**src/rtl/ifetch_ctrl.sv**
```systemverilog
// Instruction-fetch controller: drives the sync-read ROM address, tracks
// the read in flight and buffers returned words in a 2-entry skid FIFO.
module ifetch_ctrl #(
    parameter logic [29:0] RESET_PC = 30'h0
) (
    input  logic        clk,
    input  logic        rst,
    output logic [29:0] imem_pc,
    input  logic [31:0] imem_inst,
    input  logic        redirect_valid,
    input  logic [29:0] redirect_pc,
    input  logic        halt_req,
    output logic        halted,
    output logic        out_valid,
    input  logic        out_ready,
    output logic [31:0] out_inst,
    output logic [29:0] out_pc
);

    typedef enum logic {RUN, HALTED} state_t;

    state_t      state, state_nx;
    logic [29:0] fetch_pc;
    logic        infl_v;
    logic [29:0] infl_pc;
    logic [31:0] fifo_inst [2];
    logic [29:0] fifo_pc [2];
    logic        head;
    logic [1:0]  count;
    logic [1:0]  occ;
    logic        issue;
    logic        pop;
    logic        byp_take;
    logic        push;
    logic        wr_idx;

    assign imem_pc  = redirect_valid ? redirect_pc : fetch_pc;
    assign occ      = count + {1'b0, infl_v};
    assign issue    = redirect_valid ||
                      (state == RUN && !halt_req && occ <= 2'd1);
    assign pop      = (count != 2'd0) && out_ready;
    assign byp_take = (count == 2'd0) && infl_v && out_ready;
    assign push     = infl_v && !byp_take;
    assign wr_idx   = head ^ count[0];
    assign halted   = (state == HALTED);

    // FIFO head has priority; the bypass path is also shown when idle
    always_comb begin
        out_valid = 1'b0;
        out_inst  = imem_inst;
        out_pc    = infl_pc;
        if (count != 2'd0) begin
            out_valid = 1'b1;
            out_inst  = fifo_inst[head];
            out_pc    = fifo_pc[head];
        end else if (infl_v) begin
            out_valid = 1'b1;
        end
    end

    always_comb begin
        state_nx = state;
        if (redirect_valid) begin
            state_nx = RUN;
        end else if (halt_req) begin
            state_nx = HALTED;
        end
    end

    always_ff @(posedge clk or posedge rst) begin
        if (rst) begin
            state <= RUN;
        end else begin
            state <= state_nx;
        end
    end

    always_ff @(posedge clk or posedge rst) begin
        if (rst) begin
            fetch_pc     <= RESET_PC;
            infl_v       <= 1'b0;
            infl_pc      <= RESET_PC;
            head         <= 1'b0;
            count        <= 2'd0;
            fifo_inst[0] <= 32'h0;
            fifo_inst[1] <= 32'h0;
            fifo_pc[0]   <= RESET_PC;
            fifo_pc[1]   <= RESET_PC;
        end else begin
            if (issue) begin
                infl_v   <= 1'b1;
                infl_pc  <= imem_pc;
                fetch_pc <= imem_pc + 30'd1;
            end else begin
                infl_v   <= 1'b0;
            end
            // Redirect drops both buffered words and the returning read
            if (redirect_valid) begin
                head  <= 1'b0;
                count <= 2'd0;
            end else begin
                if (push) begin
                    fifo_inst[wr_idx] <= imem_inst;
                    fifo_pc[wr_idx]   <= infl_pc;
                end
                if (pop) begin
                    head <= ~head;
                end
                count <= count - {1'b0, pop} + {1'b0, push};
            end
        end
    end

    assert property (@(posedge clk) disable iff (rst)
        !(push && !pop && !redirect_valid && count == 2'd2));

endmodule

```
**config.mk**
```make
export PLATFORM = sky130hd
export DESIGN_NAME = ifetch_ctrl
export DESIGN_NICKNAME = d
export VERILOG_FILES = /design/src/rtl/ifetch_ctrl.sv
export SDC_FILE = /design/constraint.sdc
export NUM_CORES = 1
export LEC_CHECK = 0
export CAP_MARGIN = 10
export CORE_ASPECT_RATIO = 0.7
export CORE_MARGIN = 1.5
export CORE_UTILIZATION = 40
export DETAILED_ROUTE_END_ITERATION = 10
export PLACE_DENSITY = 0.7
export SLEW_MARGIN = 20
export SYNTH_ARGS = -nofsm -noshare
export SYNTH_HDL_FRONTEND = slang
export SYNTH_SLANG_ARGS = --single-unit
```
**constraint.sdc**
```tcl
create_clock -name clk -period 6.5 [get_ports clk]
set_clock_uncertainty 0.05 [all_clocks]
set_input_delay 1.625 -clock clk [delete_from_list [all_inputs] [get_ports clk]]
set_output_delay 1.625 -clock clk [all_outputs]
set_load 0.03 [all_outputs]
```
# After elaboration in Yosys (flattened, before gate mapping)
# Cells that the tools add are included.
# op_classes
n_mux	23
order_cmp	4
n_addsub	4
n_reduce_logical	15
n_bitwise	6
# op_table
op	count
30-bit two-way mux	6
32-bit two-way mux	5
64-bit bitwise mux	1
60-bit bitwise mux	1
32-bit demux with 1-bit select	1
30-bit by 1-bit adder with 30-bit output (second input constant)	1
30-bit demux with 1-bit select	1
1-bit logical AND	7
1-bit two-way mux	7
2-bit nonzero test	3
2-bit by 1-bit adder with 2-bit output	2
2-bit >= comparator (second input constant)	2
1-bit inverter with 2-bit output	2
1-bit inverter	3
2-bit by 1-bit <= comparator with 1-bit output (second input constant)	1
1-bit zero test	2
2-bit zero test	1
2-bit by 1-bit < comparator with 1-bit output (second input constant)	1
2-bit two-way mux	1
2-bit AND reduction	1
2-bit by 1-bit subtractor with 2-bit output	1
1-bit logical OR	1
1-bit bitwise XOR	1
# totals
ff_bits	189
inputBits	67

# Depth between registers and ports, before layout
# depth
ltp_word	7
ltp_mapped	10
mapped_depth_nobuf	7

# Worst setup path after synthesis
# Ideal clock, no wire load.
# synth_timing
path_kind	input-to-output
start	input redirect_valid
end	output imem_pc[6]
arrival_ns	3.025
t_required_ns	4.825
slack_ns	1.800
cell_stages	6
path_buffers	4
path_cell_list	buf_6 -> buf_6 -> clkbuf_1 -> clkbuf_1 -> mux2i_1 -> inv_1
# synth_via
elab_chain_cells	1
# synth_rtl
element	line	source
start: declaration	10	input logic redirect_valid,
30-bit two-way mux	37	assign imem_pc = redirect_valid ? redirect_pc : fetch_pc;
end: declaration	8	output logic [29:0] imem_pc,
# No other way between the ends.

# Worst setup path in the final report
# layout_timing
start	input redirect_valid
end	output imem_pc[2]
# Same word-level chain as after synthesis.

==> flow_summary.json <==
{
  "yosysWarningCount": 0,
  "p_leak_nw": 4.84,
  "ir_drop_uv": 351,
  "yosysSeqAreaShare_pct": 50.4,
  "wl_per_cell_um": 17.0,
  "cts-root-buf": "clkbuf_16",
  "dp_hpwl_um": 15300,
  "synth.distinct_cells": 46,
  "ys.flop_type": "dfrtp_1",
  "drc": 0,
  "io_buffers": 160,
  "cts_tree": "done",
  "internal_power_mw": 3.49,
  "crit_arrival_ps": 3810,
  "clkTransAtPathRegs_ps": 70,
  "grt_first_pass_wirelength_um": 36700,
  "grt_pass1_vias": 6755,
  "grt_setup_unrepaired": "false",
  "ys_async_sr_fraction_pct": 100,
  "crit_slowest_cell": "clkdlybuf4s50_1",
  "die_area_sq_um": 24400,
  "cts_sinks": 189,
  "holdBufCountCts": 0,
  "dieWidth_um": 186,
  "critPathMaxFanout": 39,
  "slew_viol_final": 0,
  "drive_gt1_share_pct": 7.26,
  "wl_um": 22700,
  "max_freq_mhz": 182,
  "pwr-share-clk_pct": 18.7,
  "drt-initial-drc-count": 423,
  "ant_nets": 0,
  "min_period_ps": 5480,
  "p_switching_mw": 2.31,
  "drt-pass1-iter-count": 5,
  "cts.path.max_buffers": 2,
  "finalSetupTns_ps": 0,
  "fin_crit_sh_pct": 84.3,
  "yosysTopAreaCell": "dfrtp_1",
  "slowest_delay_ps": 600,
  "grt-ovfl-total": 0,
  "synth_top_area_share_pct": 50.4,
  "setup_violations": 0,
  "path_buf_inv": 4,
  "cp-start-kind": "input port",
  "cts_resized": 0,
  "clk_latency_ps": 430,
  "relSlewSlack_pct": 35.3,
  "h-tree-depth": 4,
  "rows": 46,
  "hp-class": "reg -> reg",
  "fin_nets": 1076,
  "seq_power_share_pct": 35.5,
  "final_core_util_pct": 52.0,
  "vias_per_cell": 5.27,
  "status": "completed",
  "required_ps": 4830,
  "gp_congestion": 0.818,
  "synth_area_per_cell_sq_um": 10.8,
  "pin_count": 161,
  "swShare_pct": 39.8,
  "start_util_pct": 41.1,
  "synth-edff-count": 0,
  "p_comb_share_pct": 45.8,
  "area_growth_pct": 26.7,
  "syn-num-nets": 937,
  "grt_util_all_layers_pct": 19.2,
  "antenna_found_initial": 0,
  "cpLargestDelayFamily": "buffers and inverters",
  "synthTopCellsByArea": "dfrtp_1, mux2_1, mux2i_1",
  "crit_chain": "buf_2, buf_4, mux2i_1, inv_1, clkdlybuf4s50_1",
  "final_common_cell": "dfrtp_1",
  "core-area_sq_um": 22800,
  "diodes": 0,
  "final_cell_mix": "dfrtp_1, clkdlybuf4s50_1, nor2_1",
  "ys_seq_elements": 189,
  "tightestPinTransition_ps": 970,
  "crit_type": "in -> out",
  "netlist_area_sq_um": 9390,
  "hold_viol_final": 0,
  "cts_buffers": 17,
  "synthCells": 867,
  "die_h_um": 131,
  "grt_start_max_net_pins": 103,
  "crit_path_end_kind": "primary output",
  "post_cts_buffers": 0,
  "p_per_area_nw_per_um2": 488,
  "maxCapViolCount": 0,
  "vias": 7010
}
## cell families after synthesis
logic type,after synthesis,share of synthesized area (%)
muxes,219,25.2
DFF,189,50.4
xor gates and xnor gates,20,1.87
AOI/OAI and AO/OA,137,8.16
adders and majority gates,3,0.400
buffers and inverters,80,3.56
and+or+nand+nor,219,10.5
## worst paths after layout
check / startpoint / end / slack [ps] / cells past startpoint
setup / recovery: redirect_valid / imem_pc[2] / 1020 / 5
setup reg to reg: count[0]$_DFF_PP0_ / fifo_pc[27]$_DFFE_PP0P_ / 3590 / 5
hold reg to reg: fetch_pc[28]$_DFFE_PP0P_ / fetch_pc[28]$_DFFE_PP0P_ / 430 / 2
min in group asynchronous: rst / fifo_inst[34]$_DFFE_PP0P_ / 1690 / 2
max in group asynchronous: rst / fifo_inst[60]$_DFFE_PP0P_ / 3600 / 3
hold / removal: fetch_pc[28]$_DFFE_PP0P_ / fetch_pc[28]$_DFFE_PP0P_ / 430 / 2
## layout make-up
type / instances / area [sq um]
repair buffers: 175 / 1720
clock buffers: 19 / 443
fillers: 2038 / 11000
inverters: 25 / 97.6
well taps: 312 / 390
multi-input cells: 598 / 4340
clock inverters: 13 / 164
flip-flops and latches: 189 / 4730
## synth_stat cells, types with 4 or more instances
cell type and n:
nand2_1 29, mux2_1 121, mux2i_1 84, nand4_1 13, xnor2_1 14, clkbuf_1 27, o31ai_1 6, inv_1 22
nand3_1 17, o21ai_0 7, buf_1 11, nor2_1 126, nand3b_1 5, nor3_1 7, and3_1 4, nand4b_1 6
a21oi_1 99, mux2_2 14, dfrtp_1 189, buf_2 15, xor2_1 6
## per-layer routing
metal	global-route usage, %	up-vias	routed length (um)
met5	0	-	0
met4	3.85	0	164
met3	4.10	16	1040
met2	28.3	161	9880
met1	28.8	3505	11600
li1	-	3328	-
## metrics by stage
stage	area [sq um]	setup WS (ps)	hold slack [ps]	std cells	power (mW)
floorplan	9390	1800	398	867	3.76
global route	11900	905	449	1331	6.16
detailed placement	11300	1050	417	1299	4.75
finish	11900	1020	428	1331	5.80
global placement	11300	1070	416	1299	4.69
CTS	11900	1050	432	1331	5.85
## sequential cells by signal, indices dropped and copies added, names as in the netlist
name,count
head,1
fetch_pc,30
infl_v,1
count,2
halted,1
infl_pc,30
fifo_pc,60
fifo_inst,64
## worst reg2reg max path, stage by stage (launching register included)
cell and delay (ps):
dfrtp_1 450, or2_4 810, o21ai_1 270, nor3_2 210, buf_4 580, mux2_2 420
## power by group through the flow
stage	registers (mW)	logic [mW]	clock network [mW]
6_report	2.06	2.66	1.08
3_3_place_gp	2.05	2.64	0
3_5_place_dp	2.08	2.67	0
2_1_floorplan	1.92	1.84	0
4_1_cts	2.06	2.68	1.11
5_1_grt	2.13	2.87	1.16
Note: power is estimated with default switching activity, not from simulation.
